**src/rtl/div_ctrl_pkg.sv**
```systemverilog
// rtl/div_ctrl_pkg.sv - shared types, constants and helpers for the divide sequencer
package div_ctrl_pkg;

  // Sequencer states
  typedef enum logic [1:0] {
    DIV_FREE   = 2'b00,
    DIV_BYZERO = 2'b01,
    DIV_ON     = 2'b10,
    DIV_END    = 2'b11
  } div_state_e;

  localparam int DIV_ITERS = 32;
  localparam int DIV_CNT_W = 5;
  localparam logic [DIV_CNT_W-1:0] DIV_LAST = DIV_CNT_W'(DIV_ITERS - 1);

  // Funct codes from the main decoder that select signed_i
  localparam logic [5:0] EXE_DIV  = 6'b011010;
  localparam logic [5:0] EXE_DIVU = 6'b011011;

  // Two's-complement negate
  function automatic logic [31:0] neg32(input logic [31:0] v);
    return ~v + 32'd1;
  endfunction

  // Magnitude of an operand; unsigned operands pass through untouched
  function automatic logic [31:0] abs32(input logic [31:0] v, input logic is_signed);
    return (is_signed && v[31]) ? neg32(v) : v;
  endfunction

endpackage

```
**src/rtl/div_ctrl_if.sv**
```systemverilog
// rtl/div_ctrl_if.sv - request/result bundle between EX stage and divide sequencer
interface div_ctrl_if;
  logic        start_i;
  logic        signed_i;
  logic [31:0] opdata1_i;
  logic [31:0] opdata2_i;
  logic        annul_i;
  logic [63:0] result_o;
  logic        ready_o;
  logic        stall_o;

  // EX-stage requester side
  modport master (
    output start_i, signed_i, opdata1_i, opdata2_i, annul_i,
    input  result_o, ready_o, stall_o
  );

  // Divider side
  modport slave (
    input  start_i, signed_i, opdata1_i, opdata2_i, annul_i,
    output result_o, ready_o, stall_o
  );
endinterface

```
**src/rtl/div_ctrl.sv**
```systemverilog
// rtl/div_ctrl.sv - 32-iteration restoring divide sequencer with flush and stall
module div_ctrl
  import div_ctrl_pkg::*;
(
  input  logic        clk,
  input  logic        resetn,
  div_ctrl_if.slave   div
);

  div_state_e           state_q, state_d;
  logic [DIV_CNT_W-1:0] cnt_q, cnt_d;
  logic [31:0]          rem_q, rem_d;
  logic [31:0]          quo_q, quo_d;
  logic [31:0]          dvsr_q, dvsr_d;
  logic                 neg_quo_q, neg_quo_d;
  logic                 neg_rem_q, neg_rem_d;

  logic [32:0]          partial;
  logic [32:0]          diff;
  logic [31:0]          rem_step;
  logic [31:0]          quo_step;

  // One restoring step: the dividend is shifted out of quo into a 33-bit partial remainder
  always_comb begin
    partial  = {rem_q, quo_q[31]};
    diff     = partial - {1'b0, dvsr_q};
    rem_step = diff[32] ? partial[31:0] : diff[31:0];
    quo_step = {quo_q[30:0], ~diff[32]};
  end

  // Next-state, counter and datapath register updates
  always_comb begin
    state_d   = state_q;
    cnt_d     = cnt_q;
    rem_d     = rem_q;
    quo_d     = quo_q;
    dvsr_d    = dvsr_q;
    neg_quo_d = neg_quo_q;
    neg_rem_d = neg_rem_q;

    case (state_q)
      DIV_FREE: begin
        if (div.start_i && !div.annul_i) begin
          neg_quo_d = div.signed_i & (div.opdata1_i[31] ^ div.opdata2_i[31]);
          neg_rem_d = div.signed_i & div.opdata1_i[31];
          rem_d     = '0;
          quo_d     = abs32(div.opdata1_i, div.signed_i);
          dvsr_d    = abs32(div.opdata2_i, div.signed_i);
          cnt_d     = '0;
          state_d   = (div.opdata2_i == 32'd0) ? DIV_BYZERO : DIV_ON;
        end
      end
      DIV_BYZERO: begin
        rem_d   = '0;
        quo_d   = '0;
        state_d = DIV_END;
      end
      DIV_ON: begin
        cnt_d = cnt_q + DIV_CNT_W'(1);
        if (cnt_q == DIV_LAST) begin
          // Final step also applies the sign fixup so END holds the architectural result
          quo_d   = neg_quo_q ? neg32(quo_step) : quo_step;
          rem_d   = neg_rem_q ? neg32(rem_step) : rem_step;
          state_d = DIV_END;
        end else begin
          quo_d = quo_step;
          rem_d = rem_step;
        end
      end
      DIV_END: begin
        if (!div.start_i) begin
          state_d = DIV_FREE;
        end
      end
      default: state_d = DIV_FREE;
    endcase

    // A flush abandons whatever is in flight
    if (div.annul_i) begin
      state_d = DIV_FREE;
    end
  end

  // State and datapath registers
  always_ff @(posedge clk or negedge resetn) begin
    if (!resetn) begin
      state_q   <= DIV_FREE;
      cnt_q     <= '0;
      rem_q     <= '0;
      quo_q     <= '0;
      dvsr_q    <= '0;
      neg_quo_q <= 1'b0;
      neg_rem_q <= 1'b0;
    end else begin
      state_q   <= state_d;
      cnt_q     <= cnt_d;
      rem_q     <= rem_d;
      quo_q     <= quo_d;
      dvsr_q    <= dvsr_d;
      neg_quo_q <= neg_quo_d;
      neg_rem_q <= neg_rem_d;
    end
  end

  // Outputs are combinational so a flush or a fresh request takes effect in the same cycle
  always_comb begin
    div.ready_o  = (state_q == DIV_END) && !div.annul_i;
    div.stall_o  = div.start_i && !div.annul_i && (state_q != DIV_END);
    div.result_o = div.ready_o ? {rem_q, quo_q} : 64'd0;
  end

endmodule

```
**src/flat_wrapper.sv**
```systemverilog
// flat-port wrapper written by rule: the top's interface ports become plain ports
module div_ctrl_flat import div_ctrl_pkg::*;
  (clk, resetn, div_start_i, div_signed_i, div_opdata1_i, div_opdata2_i, div_annul_i, div_result_o, div_ready_o, div_stall_o);
  div_ctrl_if div_i ();
  input  logic clk;
  input  logic resetn;
  input wire logic [$bits(div_i.start_i)-1:0] div_start_i;
  input wire logic [$bits(div_i.signed_i)-1:0] div_signed_i;
  input wire logic [$bits(div_i.opdata1_i)-1:0] div_opdata1_i;
  input wire logic [$bits(div_i.opdata2_i)-1:0] div_opdata2_i;
  input wire logic [$bits(div_i.annul_i)-1:0] div_annul_i;
  output wire logic [$bits(div_i.result_o)-1:0] div_result_o;
  output wire logic [$bits(div_i.ready_o)-1:0] div_ready_o;
  output wire logic [$bits(div_i.stall_o)-1:0] div_stall_o;
  assign div_i.start_i = div_start_i;
  assign div_i.signed_i = div_signed_i;
  assign div_i.opdata1_i = div_opdata1_i;
  assign div_i.opdata2_i = div_opdata2_i;
  assign div_i.annul_i = div_annul_i;
  assign div_result_o = div_i.result_o;
  assign div_ready_o = div_i.ready_o;
  assign div_stall_o = div_i.stall_o;
  div_ctrl u_core (.clk(clk), .resetn(resetn), .div(div_i));
endmodule
```
**config.mk**
```make
export PLATFORM = sky130hd
export DESIGN_NAME = div_ctrl_flat
export DESIGN_NICKNAME = d
export VERILOG_FILES = /design/src/rtl/div_ctrl_pkg.sv /design/src/rtl/div_ctrl_if.sv /design/src/rtl/div_ctrl.sv /design/src/flat_wrapper.sv
export SDC_FILE = /design/constraint.sdc
export NUM_CORES = 1
export LEC_CHECK = 0
export BUFFER_PORTS_ARGS = -buffer_cell sky130_fd_sc_hd__buf_2
export CAP_MARGIN = 10
export CORE_UTILIZATION = 55
export DETAILED_ROUTE_END_ITERATION = 8
export GPL_ROUTABILITY_DRIVEN = 0
export HOLD_SLACK_MARGIN = 0.03
export PLACE_DENSITY = 0.77
export SKIP_CTS_REPAIR_TIMING = 1
export SYNTH_ARGS = -nofsm -noshare
export SYNTH_HDL_FRONTEND = slang
export SYNTH_SLANG_ARGS = --single-unit
export TNS_END_PERCENT = 100
```
**constraint.sdc**
```tcl
create_clock -name clk -period 5.5 [get_ports clk]
set_input_delay 1.1 -clock clk [delete_from_list [all_inputs] [get_ports clk]]
set_output_delay 1.1 -clock clk [all_outputs]
set_load 0.02 [all_outputs]
```
==> results.py, run 1 <==
metrics = {
    "grt": {
        "met2_usage_pct": 50.25,
        "grt_use_met3_pct": 4.144,
        "grt-busiest-layer": "met2",
        "antenna_found_initial": 0,
        "grt-ovfl-total": 0,
        "first_global_vias": 9387,
        "gr-usage-met1_pct": 43.50,
        "grt.total_usage_pct": 31.34,
        "grt_pass1_wl_mm": 48.42,
        "grt_max_degree": 72,
    },
    "pwr": {
        "p_total_mw": 5.148,
        "vdd_drop_max_v": 0.0002423,
        "power.leakage_nw": 4.922,
        "power_density_mw_per_mm2": 455.2,
    },
    "synth": {
        "synth_fa_ha_area_share_pct": 5.197,
        "synth_edf_count": 0,
        "synth-compound-area-share_pct": 24.74,
        "synth-async-reset-ratio_pct": 100.0,
        "ys.warnings.count": 0,
        "synthXorXnorAreaFrac_pct": 11.27,
        "synth_cell_types": 81,
        "ys_ff_latch": 105,
        "ys.flop_type": "dfrtp_1",
        "synth_nets": 1463,
        "synthSimpleGateAreaFrac_pct": 25.55,
        "netlist_area_mm2": 0.01026,
        "synth_top_family_by_area": "simple AND/OR/NAND/NOR gates",
        "syn_inst": 1352,
        "synth-seq-area-share_pct": 25.62,
        "synthMuxAreaShare_pct": 2.647,
        "synth.avg_cell_area_um2": 7.586,
    },
    "setup_path": {
        "critPathRequiredTime_ps": 5760,
        "crit_path_start_kind": "flop",
        "cpMaxStageDelayCell": "a2111oi_1",
        "max_stage_delay_ps": 530,
        "critPathBufInv": 2,
        "crit_chain": "ha_1, a21oi_1, o21ai_1, a2111oi_1, o211ai_1, o211a_2, inv_2, buf_4, nor2_1, a21oi_1, ha_1, nand3_1, nor2_1, and3_1, a41oi_2, o31ai_2, xnor2_1, a22o_1",
        "arrival_ps": 5050,
        "cp_max_fo": 35,
        "crit_family": "compound AO/OA/AOI/OAI gates",
        "path_class": "reg2reg",
        "end_kind": "flop",
    },
    "flow_run": {
        "cap_violations": 0,
    },
    "sta": {
        "period_needed_ps": 4795,
        "drv_slew": 0,
        "skew_ps": 17.15,
        "hold_slack_ps": 487.7,
        "fmax_mhz": 208.6,
        "setup_violations": 0,
        "tightestPinTransition_ps": 1120,
        "fin_setup_tns_ps": 0,
        "rsz0062_at_grt": "no",
        "slew_headroom_pct": 25.34,
        "hold_viol": 0,
        "period_share_pct": 87.18,
    },
    "clock_network": {
        "htreeDepth": 3,
        "clk_path_buf_depth": 2,
        "cts_sinks": 105,
        "cts_tree": "built",
        "cts_root_buf": "clkbuf_16",
        "clock_latency_ps": 370,
        "clk_pin_slew_ps": 80,
        "cts_buffers": 9,
    },
    "floorplanning": {
        "rows": 49,
        "coreArea_mm2": 0.01815,
        "start_util_pct": 56.52,
        "boundaryPins": 135,
        "die_area_mm2": 0.01920,
        "die_w_um": 138.6,
        "dieHeight_um": 138.6,
    },
    "min_path": {
        "hold_class": "reg2reg",
    },
    "finish": {
        "final_nets": 1543,
        "drive_gt1_share_pct": 13.15,
        "layout.cells.non_filler": 1666,
        "synthToLayoutAreaGrowth_pct": 10.27,
        "num_antenna_cells": 0,
        "final_core_util_pct": 62.32,
    },
    "drt": {
        "dr.first_iter.drc_count": 1020,
        "drtAntennaViolNets": 0,
        "vias": 10410,
        "remaining_drc_errors": 8,
        "wire_per_inst_um": 18.09,
        "vias_per_cell": 6.247,
        "dr.pass1.iters": 7,
        "wl_mm": 30.13,
    },
    "status": {
        "violations": "design-rule violations",
        "status": "finished with violations",
    },
    "place": {
        "place_inst": 1649,
        "detailed_place_hpwl_mm": 22.54,
        "portBuffers": 134,
    },
}
==> where the power goes <==
group / total (mW) / internal, mW / switching [mW]
Sequential: 1.37 / 1.05 / 0.321
Combinational: 3.08 / 1.10 / 1.98
Clock: 0.693 / 0.362 / 0.331
==> flip-flops by register name, indices dropped and copies added (netlist names) <==
signal	flops
u_core.neg_quo_q	1
u_core.quo_q	32
u_core.rem_q	32
u_core.cnt_q	5
u_core.neg_rem_q	1
u_core.state_q	2
u_core.dvsr_q	32
==> cells in the final DEF, fill, tap and decap left out, drive strengths merged, types with 18 or more instances in the layout <==
master / n
o21ai: 137
inv: 55
a21oi: 101
and2: 79
mux2i: 26
nand3: 20
or3: 18
o21a: 26
xnor2: 72
buf: 142
o221ai: 23
nand2: 156
ha: 41
nor2: 97
nor3: 54
nor4: 19
xor2: 60
dfrtp: 105
==> tightest hold or removal path: stages (launching register included) <==
cell and delay (ps):
dfrtp_1 350, nand2_1 50, o21ai_0 60
==> Yosys cell counts (17+ instances only) <==
cell type / count / share of area, %
ha_1: 41 / 5.0
nand3_1: 20 / 0.98
o21ai_1: 20 / 0.98
xor2_1: 60 / 5.1
and2_1: 76 / 4.6
nor4_1: 17 / 1.0
o21ai_0: 117 / 5.7
inv_1: 52 / 1.9
nor2_1: 97 / 3.6
a21oi_1: 98 / 4.8
or3_1: 18 / 1.1
nand2_1: 156 / 5.7
xnor2_1: 72 / 6.1
clkbuf_1: 54 / 2.0
o21a_1: 26 / 1.9
o221ai_1: 23 / 2.0
mux2i_1: 26 / 2.5
nor3_1: 51 / 2.5
dfrtp_1: 105 / 26
==> metal layers <==
| metal | share of wire (%) | up-vias |
|---|---|---|
| li1 | - | 5004 |
| met4 | 2.5 | 0 |
| met1 | 45 | 4885 |
| met3 | 7.7 | 53 |
| met2 | 45 | 465 |
| met5 | 0 | - |
==> through the flow <==
step           setup WS, ps  cell area [um2]
2_1_floorplan         900.7            10260
3_3_place_gp          945.9            10980
3_5_place_dp          783.6            10980
4_1_cts               787.8            11290
5_1_grt               285.6            11310
6_report              705.3            11310
==> cell type report <==
type	count	area, um2
multi-input cells	1121	7137
fillers	1643	6838
flip-flops and latches	105	2628
repair buffers	142	745.7
well taps	229	286.5
clock buffers	9	225.2
inverters	53	198.9
clock inverters	7	88.84
==> logic make-up after synthesis <==
kind of cell               count (synthesis)
and+or+nand+nor                          519
AOI/OAI and AO/OA                        401
DFF                                      105
buffers and inverters                    126
xor gates and xnor gates                 132
muxes                                     27
adders and majority gates                 42
==> worst paths after layout <==
kind / slack, ps / from / end / depth (start not counted)
setup reg to reg: 710 / u_core.rem_q[16] / u_core.rem_q[24] / 18
hold reg to reg: 490 / u_core.dvsr_q[12] / u_core.dvsr_q[12] / 2
setup / recovery: 710 / u_core.rem_q[16] / u_core.rem_q[24] / 18
min in group asynchronous: 880 / resetn / u_core.dvsr_q[10] / 1
hold / removal: 490 / u_core.dvsr_q[12] / u_core.dvsr_q[12] / 2
max in group asynchronous: 3590 / resetn / u_core.quo_q[8] / 2
Power figures use the tool's default switching activity.
==> run 2: changes to the inputs <==
GPL_TIMING_DRIVEN = 0   (was not set)
==> run 2 against run 1 <==
  * The flow still finishes with violations (design-rule violations)
  * Global-route usage increased by 3.3 points
  * Critical path depth increased by 4
  * Non-clock buffer count grew 66
  * Via count increased by 5.4%
  * Worst hold slack lost 8.4 ps
  * Die area unchanged
  * Critical endpoint is now u_core.quo_q[28]
  * Largest power group unchanged
==> results.py, run 2 (same netlist as run 1, synthesis figures left out) <==
metrics = {
    "setup_path": {
        "arrival_ps": 5600,
        "rr_startpoint": "u_core.dvsr_q[23]",
        "crit_path_start_kind": "flop",
        "cp_max_fo": 10,
        "critPathRequiredTime_ps": 5760,
        "r2r_slack_ps": 160,
        "path_class": "reg2reg",
        "r2r_end": "u_core.quo_q[28]",
        "end_kind": "flop",
        "cp-endpoint": "u_core.quo_q[28]",
        "crit_start": "u_core.dvsr_q[23]",
        "r2r_cells": 22,
    },
    "grt": {
        "grt_pass1_wl_mm": 52.81,
        "first_global_vias": 10340,
        "antenna_found_initial": 0,
        "grt-ovfl-total": 0,
        "grt_max_degree": 56,
        "grt.total_usage_pct": 34.67,
    },
    "min_path": {
        "min_from": "u_core.dvsr_q[14]",
        "hold_class": "reg2reg",
    },
    "finish": {
        "fillerInstances": 1585,
        "final_common_cell": "nand2_1",
        "reg_top3": "u_core.dvsr_q: 32 flops, u_core.quo_q: 32 flops, u_core.rem_q: 32 flops",
        "fin_area_mm2": 0.01163,
        "layout_common_cells": "156 x nand2_1, 146 x buf_2, 115 x o21ai_0",
        "drive_gt1_share_pct": 13.64,
        "num_antenna_cells": 0,
        "synthToLayoutAreaGrowth_pct": 13.40,
        "final_core_util_pct": 64.09,
        "final_nets": 1609,
    },
    "place": {
        "detailed_place_hpwl_mm": 25.62,
        "postPlaceCellArea_mm2": 0.01124,
        "portBuffers": 134,
    },
    "flow_run": {
        "cap_violations": 0,
    },
    "pwr": {
        "p_total_mw": 5.345,
        "power_density_mw_per_mm2": 459.6,
        "power.leakage_nw": 5.066,
        "vdd_drop_max_v": 0.0002354,
    },
    "status": {
        "violations": "design-rule violations",
        "status": "finished with violations",
    },
    "sta": {
        "period_needed_ps": 5341,
        "tightestPinTransition_ps": 862.0,
        "hold_viol": 0,
        "period_share_pct": 97.11,
        "fin_setup_tns_ps": 0,
        "drv_slew": 0,
        "skew_ps": 13.16,
        "fmax_mhz": 187.2,
        "setup_violations": 0,
        "slew_headroom_pct": 42.54,
    },
    "clock_network": {
        "cts_tree": "built",
        "clk_pin_slew_ps": 70,
        "cts_root_buf": "clkbuf_16",
        "cts_sinks": 105,
        "clock_latency_ps": 370,
        "clk_path_buf_depth": 2,
        "cts_buffers": 9,
        "htreeDepth": 3,
    },
    "drt": {
        "wl_mm": 33.08,
        "top_layer": "met4",
        "vias_per_cell": 6.330,
        "dr.pass1.iters": 8,
        "remaining_drc_errors": 8,
        "routed-wl-met2_mm": 14.71,
        "vias": 10960,
        "wire_per_inst_um": 19.10,
        "dr.first_iter.drc_count": 1149,
        "met1_length_mm": 14.08,
        "drtAntennaViolNets": 0,
        "met3_length_mm": 3.338,
    },
    "floorplanning": {
        "rows": 49,
        "dieHeight_um": 138.6,
        "start_util_pct": 56.52,
        "die_area_mm2": 0.01920,
        "coreArea_mm2": 0.01815,
        "die_w_um": 138.6,
        "boundaryPins": 135,
    },
}
run 2: cell count changes in the layout (fill, tap and decap cells not counted), sizes merged:
cell and delta:
buf +12, clkinvlp -2, inv -1, clkbuf +56
bufinv +1
run 2: worst min-delay path by stage:
stage | end | slack, ps | depth (start not counted)
finish | u_core.dvsr_q[14] | 480 | 2
global route | u_core.dvsr_q[14] | 500 | 2
CTS | u_core.dvsr_q[14] | 490 | 2
detailed placement | u_core.dvsr_q[29] | 470 | 2
global placement | u_core.dvsr_q[21] | 460 | 2
floorplan | u_core.dvsr_q[10] | 450 | 2
run 2: layout make-up:
| cell class | instances | area, um2 | area share (%) |
|---|---|---|---|
| Clock inverter | 5 | 85.08 | 0.7316 |
| Tap cell | 229 | 286.5 | 2.464 |
| Clock buffer | 11 | 242.7 | 2.087 |
| Multi-Input combinational cell | 1121 | 7159 | 61.56 |
| Buffer | 71 | 309.0 | 2.657 |
| Inverter | 53 | 203.9 | 1.754 |
| Sequential cell | 105 | 2628 | 22.59 |
| Timing Repair Buffer | 137 | 715.7 | 6.154 |
run 2: power by group:
part           total (mW)  switching [mW]  internal, mW  leakage (nW)
registers            1.38           0.331          1.05          1.34
clock network       0.728           0.313         0.415         0.157
logic                3.23            2.10          1.13          3.57
total                5.35            2.74          2.60          5.07
run 2: stage by stage:
step                hold slack, ps  setup WS, ps  std cells
floorplan                    449.8         900.7       1352
global placement             462.3        -252.9       1715
detailed placement           470.9        -354.0       1716
CTS                          486.0        -383.1       1732
global route                 499.8        -3.635       1732
finish                       479.3         159.0       1732
run 2: worst max-delay path: stages (launching register included):
cell       delay, ps
dfrtp_1          390
inv_1            170
ha_1             350
a21oi_1          370
nand2_1          180
a2111oi_2        440
o211ai_1         160
o211a_2          350
clkinv_4         140
clkbuf_4         230
clkbuf_4         250
buf_4            220
ha_1             190
nand2b_1         120
nor4_4           190
nand2_1          150
nor3_4           300
a21oi_1          160
a21oi_2          260
o21ai_0          160
xnor2_1          180
o221ai_1         140
o21a_1           140
run 2: layer usage:
layer  vias up  GRT usage (%)
met5         -              0
met4         0          11.47
met3        83          7.355
met2       555          54.93
met1      5187          47.08
li1       5139              -
